File: src/rtl/clk_pkg.sv
// rtl/clk_pkg.sv - shared state encoding and width helper for the PLL lock manager
// Contents:
//   state_t : FSM state encoding (WAIT_LOCK=0, FILTER=1, RELEASE=2, RUN=3)
//   clog2   : ceiling log2, used to size counters from parameters
package clk_pkg;

    typedef enum logic [2:0] {
        ST_WAIT_LOCK = 3'd0,
        ST_FILTER    = 3'd1,
        ST_RELEASE   = 3'd2,
        ST_RUN       = 3'd3
    } state_t;

    function automatic int clog2(input int value);
        int result;
        result = 0;
        for (int v = value - 1; v > 0; v = v >> 1) begin
            result++;
        end
        return result;
    endfunction

endpackage

File: src/rtl/clk_en_div.sv
// rtl/clk_en_div.sv - single-channel programmable clock-enable divider
// Ports:
//   clock_in : system clock
//   reset_n  : asynchronous active-low reset
//   run      : channel released; the divide counter is held at 0 while low
//   div      : divide value; pulse period is div+1 cycles
//   en       : clock-enable pulse, high on cycles where the counter is 0
module clk_en_div #(
    parameter int DIV_W = 8
) (
    input  logic             clock_in,
    input  logic             reset_n,
    input  logic             run,
    input  logic [DIV_W-1:0] div,
    output logic             en
);

    logic [DIV_W-1:0] cnt;
    logic [DIV_W-1:0] div_q;

    // div is captured only at the start of a period so a mid-period change
    // never shortens or stretches the period already in progress.
    always_ff @(posedge clock_in or negedge reset_n) begin
        if (!reset_n) begin
            cnt   <= '0;
            div_q <= '0;
        end else if (!run) begin
            cnt <= '0;
        end else if (cnt == '0) begin
            div_q <= div;
            cnt   <= (div == '0) ? '0 : DIV_W'(1);
        end else if (cnt == div_q) begin
            cnt <= '0;
        end else begin
            cnt <= cnt + DIV_W'(1);
        end
    end

    // Both terms are flops; gating with run makes the first pulse coincide
    // with the first released cycle and kills the enable the cycle reset
    // is re-asserted.
    assign en = run & (cnt == '0);

endmodule

File: src/rtl/pll_lock_manager.sv
// rtl/pll_lock_manager.sv - PLL lock filter, staged reset release and clock-enable generation
// Ports:
//   clock_in   : system clock (PLL output domain)
//   reset_n    : asynchronous active-low reset
//   locked_in  : raw PLL lock flag, asynchronous to clock_in
//   sw_reset   : level request to re-sequence, sampled every cycle
//   ch_div     : per-channel divide values, channel k at [k*DIV_W +: DIV_W]
//   rst_out_n  : per-channel active-low resets
//   clk_en     : per-channel clock-enable pulses
//   ready      : all channels released
//   loss_count : saturating count of lock losses
//   state      : FSM state (0 WAIT_LOCK, 1 FILTER, 2 RELEASE, 3 RUN)
module pll_lock_manager
    import clk_pkg::*;
#(
    parameter int NUM_CH      = 4,
    parameter int LOCK_FILTER = 1024,
    parameter int STAGE_GAP   = 256,
    parameter int DIV_W       = 8,
    parameter int CNT_W       = 8
) (
    input  logic                    clock_in,
    input  logic                    reset_n,
    input  logic                    locked_in,
    input  logic                    sw_reset,
    input  logic [NUM_CH*DIV_W-1:0] ch_div,
    output logic [NUM_CH-1:0]       rst_out_n,
    output logic [NUM_CH-1:0]       clk_en,
    output logic                    ready,
    output logic [CNT_W-1:0]        loss_count,
    output logic [2:0]              state
);

    localparam int FILT_W = clog2(LOCK_FILTER + 1);
    localparam int GAP_W  = clog2(STAGE_GAP + 1);
    localparam int IDX_W  = (NUM_CH > 1) ? clog2(NUM_CH) : 1;

    logic              sync_meta;
    logic              lock_s;
    state_t            st;
    logic [FILT_W-1:0] filt_cnt;
    logic [GAP_W-1:0]  gap_cnt;
    logic [IDX_W-1:0]  ch_idx;
    logic              in_seq;
    logic              lock_lost;

    assign in_seq    = (st == ST_RELEASE) || (st == ST_RUN);
    assign lock_lost = in_seq && !lock_s;

    always_ff @(posedge clock_in or negedge reset_n) begin
        if (!reset_n) begin
            sync_meta  <= 1'b0;
            lock_s     <= 1'b0;
            st         <= ST_WAIT_LOCK;
            filt_cnt   <= '0;
            gap_cnt    <= '0;
            ch_idx     <= '0;
            rst_out_n  <= '0;
            ready      <= 1'b0;
            loss_count <= '0;
        end else begin
            sync_meta <= locked_in;
            lock_s    <= sync_meta;

            // Lock loss takes priority over sw_reset so a coincident pair
            // is still counted.
            if (lock_lost || sw_reset) begin
                st        <= ST_WAIT_LOCK;
                filt_cnt  <= '0;
                gap_cnt   <= '0;
                ch_idx    <= '0;
                rst_out_n <= '0;
                ready     <= 1'b0;
                if (lock_lost && !(&loss_count)) begin
                    loss_count <= loss_count + CNT_W'(1);
                end
            end else begin
                case (st)
                    ST_WAIT_LOCK: begin
                        filt_cnt <= '0;
                        // The first locked cycle already counts toward the filter.
                        if (lock_s) begin
                            st       <= ST_FILTER;
                            filt_cnt <= FILT_W'(1);
                        end
                    end
                    ST_FILTER: begin
                        if (!lock_s) begin
                            st       <= ST_WAIT_LOCK;
                            filt_cnt <= '0;
                        end else if (filt_cnt == FILT_W'(LOCK_FILTER - 1)) begin
                            st       <= ST_RELEASE;
                            filt_cnt <= '0;
                            ch_idx   <= '0;
                            gap_cnt  <= '0;
                        end else begin
                            filt_cnt <= filt_cnt + FILT_W'(1);
                        end
                    end
                    ST_RELEASE: begin
                        if (&rst_out_n) begin
                            st    <= ST_RUN;
                            ready <= 1'b1;
                        end else if (gap_cnt == '0) begin
                            rst_out_n[ch_idx] <= 1'b1;
                            gap_cnt           <= GAP_W'(STAGE_GAP - 1);
                            if (ch_idx != IDX_W'(NUM_CH - 1)) begin
                                ch_idx <= ch_idx + IDX_W'(1);
                            end
                        end else begin
                            gap_cnt <= gap_cnt - GAP_W'(1);
                        end
                    end
                    ST_RUN: begin
                        ready <= 1'b1;
                    end
                    default: begin
                        st <= ST_WAIT_LOCK;
                    end
                endcase
            end
        end
    end

    assign state = st;

    for (genvar k = 0; k < NUM_CH; k++) begin : g_ch
        clk_en_div #(
            .DIV_W (DIV_W)
        ) u_div (
            .clock_in (clock_in),
            .reset_n  (reset_n),
            .run      (rst_out_n[k]),
            .div      (ch_div[k*DIV_W +: DIV_W]),
            .en       (clk_en[k])
        );
    end

endmodule

File: config.mk
export PLATFORM = sky130hd
export DESIGN_NAME = pll_lock_manager
export DESIGN_NICKNAME = d
export VERILOG_FILES = /design/src/rtl/clk_pkg.sv /design/src/rtl/clk_en_div.sv /design/src/rtl/pll_lock_manager.sv
export SDC_FILE = /design/constraint.sdc
export NUM_CORES = 1
export LEC_CHECK = 0
export ABC_AREA = 1
export ABC_CLOCK_PERIOD_IN_PS = 4500
export BUFFER_PORTS_ARGS = -buffer_cell sky130_fd_sc_hd__buf_2
export CAP_MARGIN = 40
export CORE_ASPECT_RATIO = 0.5
export CORE_MARGIN = 2
export CORE_UTILIZATION = 30
export CTS_BUF_LIST = sky130_fd_sc_hd__clkbuf_16
export CTS_CLUSTER_DIAMETER = 120
export DETAILED_ROUTE_END_ITERATION = 7
export GPL_TIMING_DRIVEN = 0
export HOLD_SLACK_MARGIN = 0.08
export PLACE_DENSITY_LB_ADDON = 0.25
export SLEW_MARGIN = 20
export SYNTH_ARGS = -nofsm -noshare
export SYNTH_HDL_FRONTEND = slang
export SYNTH_SLANG_ARGS = --single-unit
File: constraint.sdc
create_clock -name clock_in -period 4.5 [get_ports clock_in]
set_input_delay 0.45 -clock clock_in [delete_from_list [all_inputs] [get_ports clock_in]]
set_output_delay 0.45 -clock clock_in [all_outputs]
set_load 0.02 [all_outputs]
Yosys cells after proc, flatten, opt, wreduce, memory -nomap -nowiden
Index checks and enable logic that the tools add are counted.

Bits in registers: 104. Input bits: 36. Output and inout bits: 20. Word-level logic and storage cells: 134.

Add/sub/neg operators: 8. Magnitude comparators: 2. Equality and inequality tests: 19. Mux-type cells: 49. Bitwise operators: 5. Reductions and logical operators: 34.

Operators by type and width (count): $mux W8 (12); $logic_not A8 Y1 (8); $mux W9 (5); $add A8 B1 Y8 const B (5); $mux W11 (3); $eq A8 B8 Y1 (4); $pmux W11 S2 (1); $pmux W9 S2 (1); $mux W4 (4); $mux W3 (5); $mux W2 (6); $ne A3 B3 Y1 const B (4); $pmux W3 S4 (1); $reduce_and A2 Y1 (6); $reduce_and A4 Y1 (3); $add A11 B1 Y11 const B (1); $eq A11 B10 Y1 const B (1); $logic_not A9 Y1 (1); $ne A3 B1 Y1 const B (3); $reduce_bool A3 Y1 (3); $sub A9 B1 Y9 const B (1); $mux W1 (8); $reduce_and A8 Y1 (1); $eq A3 B2 Y1 const B (2); 19 further kinds (28).

Logic depth before layout (Yosys ltp)
Depth after elaboration: 9. Mapped depth: 9. Gate-level depth less buffers: 9.

By module
Synthesis repeated with hierarchy kept, for this count alone.

Cells, all modules: 741. Area, all modules: 6077.1 um^2.

Modules (own cells, without submodules): clk_en_div (instances 4, cells each 119, area each 959.7 um^2, sequential area each 400.4 um^2); pll_lock_manager (instances 1, cells each 265, area each 2238.4 um^2, sequential area each 975.9 um^2).

Least setup slack after synthesis
OpenSTA, ideal clock, no wires.

Path kind: register -> output. Start: reg g_ch[0].u_div.cnt[0]. End: out clk_en[0]. Data arrival time: 1.363 ns. Data required time: 4.050 ns. Path slack: 2.687 ns. Stages on the path, launching flop included: 7. Path through: dfrtp_1 inv_1 ha_1 nand3_1 nor3_4 buf_4 buf_4.

Longest elaborated chain between the ends: 2.

Ends and longest elaborated chain: start, declared (line clk_en_div.sv:18) `logic [DIV_W-1:0] cnt;`; start signal, assigned (line clk_en_div.sv:31) `cnt <= (div == '0) ? '0 : DIV_W'(1);`; start signal, assigned (line clk_en_div.sv:35) `cnt <= cnt + DIV_W'(1);`; $logic_not A8 Y1 (line clk_en_div.sv:42) `assign en = run & (cnt == '0);`; $and A1 B1 Y1 (line clk_en_div.sv:42); end, declared (line pll_lock_manager.sv:28) `output logic [NUM_CH-1:0] clk_en,`.

No other way between the ends.

Worst setup path in the final report
Ends and elaborated chain as after synthesis.

==> impl_metrics.env <==
export IMPL_clk_latency_ps=350
export IMPL_ys_top_cells_by_area="dfrtp_1 (46%), nand2_1 (11%), inv_1 (7.8%)"
export IMPL_clock_sinks=103
export IMPL_num_rows=35
export IMPL_path_buf_inv=4
export IMPL_end_kind="output port"
export IMPL_drt_total_wl_mm=11.5
export IMPL_vias=4501
export IMPL_cp_arrival_ps=2010
export IMPL_finish_utilization=0.358
export IMPL_n_antenna_cell=0
export IMPL_initial_core_util=0.304
export IMPL_fmax_mhz=407
export IMPL_grt_ovfl_total=0
export IMPL_reg2reg_to="rst_out_n[0]$_DFFE_PN0P_"
export IMPL_hold_path_class="primary input to flop"
export IMPL_yosys_area_top_type="dfrtp_1"
export IMPL_syn_to_final_growth_pct=17.5
export IMPL_ctsHtreeMaxLevel=3
export IMPL_ys_async_sr_fraction=1.00
export IMPL_cp_max_fo=10
export IMPL_worstReg2RegStart="gap_cnt[0]$_DFFE_PN0P_"
export IMPL_die_area_um2=19700
export IMPL_finClkSkew_ps=9.37
export IMPL_coreArea_um2=18300
export IMPL_slowest_stage="dfrtp_1"
export IMPL_synth_area_um2=5560
export IMPL_cts_setup_buffers=0
export IMPL_status="finished, final reports clean"
export IMPL_ys_flop_type="dfrtp_1"
export IMPL_ys_seq_elements=103
export IMPL_antenna_found_initial=0
export IMPL_slew_violations=0
export IMPL_grt_max_degree=68
export IMPL_via_per_inst=4.42
export IMPL_final_nets=825
export IMPL_power_w=0.00261
export IMPL_r2r_cells=8
export IMPL_cts_root_buf="clkbuf_16"
export IMPL_fin_crit_sh=0.546
export IMPL_numCtsBuffers=9
export IMPL_hp_start="locked_in"
export IMPL_p_per_area_nw_per_um2=399
export IMPL_synthTopCellsByCount="nand2_1 (163), inv_1 (116), dfrtp_1 (103)"
export IMPL_drive_gt1_frac=0.118
export IMPL_finalSetupViolations=0
export IMPL_n_fill_cell=1924
export IMPL_period_minus_slack_ps=2460
export IMPL_r2r_slack_ps=2780
export IMPL_ys_warnings_count=0
export IMPL_clk_pin_slew_ps=70
export IMPL_syn_nets=758
export IMPL_syn_inst=707
export IMPL_grt_pass1_vias=4483
export IMPL_tns_ps=0
export IMPL_cp_required_ps=4050
export IMPL_dr_pass1_iters=4
export IMPL_max_cap_violations=0
export IMPL_p_leak_nw=3.21
export IMPL_io_buffers=54
export IMPL_min_to="sync_meta$_DFF_PN0_"
export IMPL_cp_start_kind="flop"
export IMPL_drt_first_iter_violations=180
export IMPL_path_class="flop to output port"
export IMPL_cp_cell_sequence="inv_1 -> ha_1 -> nand3_1 -> nor3_4 -> buf_4 -> buf_4 -> buf_2"
export IMPL_dp_cells=1002
export IMPL_die_y_um=100
export IMPL_clockBufferDepth=2
export IMPL_ios=56
export IMPL_whs_path_depth=1
export IMPL_postRouteAntennaNets=0
export IMPL_place_congestion=0.804
export IMPL_syn_avg_cell_area_um2=7.86
export IMPL_track_usage=0.127
export IMPL_hold_violations=0
export IMPL_rsz0062_at_grt="no"
export IMPL_wl_per_cell_um=11.3
export IMPL_hpwlAfterDp_mm=8.69
export IMPL_die_x_um=196
export IMPL_path_delay_family="buffers and inverters"
export IMPL_grt_pass1_wl_mm=20.4
export IMPL_stdcell_count=1018
export IMPL_netlist_area_leader_share=0.464
export IMPL_slowest_delay_ps=410
export IMPL_synth_yosys_seq_area_share=0.464
export IMPL_path_common_cell="buf_4"
export IMPL_cts_tree="yes"
export IMPL_ir_worst_vdd_uv=228
export IMPL_yosysMostFrequentCell="nand2_1"
export IMPL_drc_errors=0
export IMPL_yosysUniqueCellTypes=32
export IMPL_synth_edf_count=0
[metal layers]
metal,up-vias,track usage,part of all wire,wire length (um)
met5,-,0,0,0
met4,0,0.0256,0.0066,76
met3,6,0.0326,0.029,330
met2,39,0.213,0.46,5330
met1,2111,0.168,0.50,5740
li1,2345,-,-,-
[cell families (layout without fill, tap and decap cells)]
family / Yosys count / after routing / synth area share
XOR/XNOR: 47 / 47 / 0.0741
AO/OA/AOI/OAI: 77 / 77 / 0.0757
buffers and inverters: 130 / 201 / 0.0952
AND/OR/NAND/NOR: 333 / 333 / 0.255
adder cells (fa/ha/maj): 15 / 15 / 0.0338
other: 1 / 1 / 0.000675
multiplexers: 1 / 1 / 0.00180
flip-flops: 103 / 103 / 0.464
[how the worst max path moves through the flow]
| stage | start | endpoint | slack (ps) | cells after the start |
|---|---|---|---|---|
| 2_1_floorplan | g_ch[0].u_div.cnt[0]$_DFF_PN0_ | clk_en[0] | 2690 | 6 |
| 3_3_place_gp | reset_n | g_ch[1].u_div.div_q[7]$_DFFE_PN0P_ | 1640 | 1 |
| 3_5_place_dp | g_ch[0].u_div.cnt[0]$_DFF_PN0_ | clk_en[0] | 2400 | 7 |
| 4_1_cts | g_ch[0].u_div.cnt[0]$_DFF_PN0_ | clk_en[0] | 2020 | 7 |
| 5_1_grt | g_ch[0].u_div.cnt[0]$_DFF_PN0_ | clk_en[0] | 1890 | 7 |
| 6_report | g_ch[0].u_div.cnt[0]$_DFF_PN0_ | clk_en[0] | 2040 | 7 |
[registers in the layout, summed over array words and instances (netlist names)]
signal            count
ch_idx                2
g_ch.u_div.div_q     32
rst_out_n             4
state                 2
ready                 1
lock_s                1
g_ch.u_div.cnt       32
gap_cnt               9
sync_meta             1
loss_count            8
filt_cnt             11
[layout by cell type, fill, tap and decap left out, types with 2 or more instances in the layout]
cell type | Yosys | final
xnor2_1 | 26 | 26
buf_2 | 3 | 56
nor3_1 | 14 | 14
a31oi_1 | 2 | 2
buf_4 | 10 | 10
nand4_1 | 17 | 17
dfrtp_1 | 103 | 103
o21ai_0 | 51 | 51
bufinv_16 | 0 | 4
nor2_1 | 77 | 77
a21oi_1 | 17 | 17
nand3_1 | 52 | 52
o22ai_1 | 2 | 2
clkbuf_16 | 0 | 9
inv_1 | 116 | 116
nand2_1 | 163 | 163
ha_1 | 15 | 15
xor2_1 | 21 | 21
nand2_2 | 2 | 2
nor4_1 | 2 | 2
[final cells by class]
class	count	area, um^2	area share
Multi-Input combinational cell	474	2450	0.375
Clock buffer	9	225	0.0345
Sequential cell	103	2580	0.395
Tap cell	240	300	0.0460
Inverter	117	439	0.0673
Timing Repair Buffer	56	314	0.0481
Buffer	13	90.1	0.0138
Clock inverter	6	133	0.0203
[report_power, final]
part           total (W)  internal (W)  switching, W
Combinational   0.000537      0.000202      0.000335
Sequential       0.00113       0.00104     0.0000920
Clock           0.000943      0.000597      0.000345
Total            0.00261       0.00184      0.000773
[metrics by stage]
| stage | setup WS [ps] | hold WS [ps] | cell area, um^2 |
|---|---|---|---|
| 2_1_floorplan | 2690 | 154 | 5560 |
| 5_1_grt | 1890 | 189 | 6530 |
| 4_1_cts | 2020 | 192 | 6530 |
| 6_report | 2040 | 210 | 6530 |
| 3_3_place_gp | 1640 | 335 | 6130 |
| 3_5_place_dp | 2400 | 336 | 6160 |
[what timing repair did]
action                    in CTS  in global routing
hold buffers                   1                  0
gates resized for setup        0                  0
hold endpoints to repair      36                  0
Power figures use the tool's default switching activity.
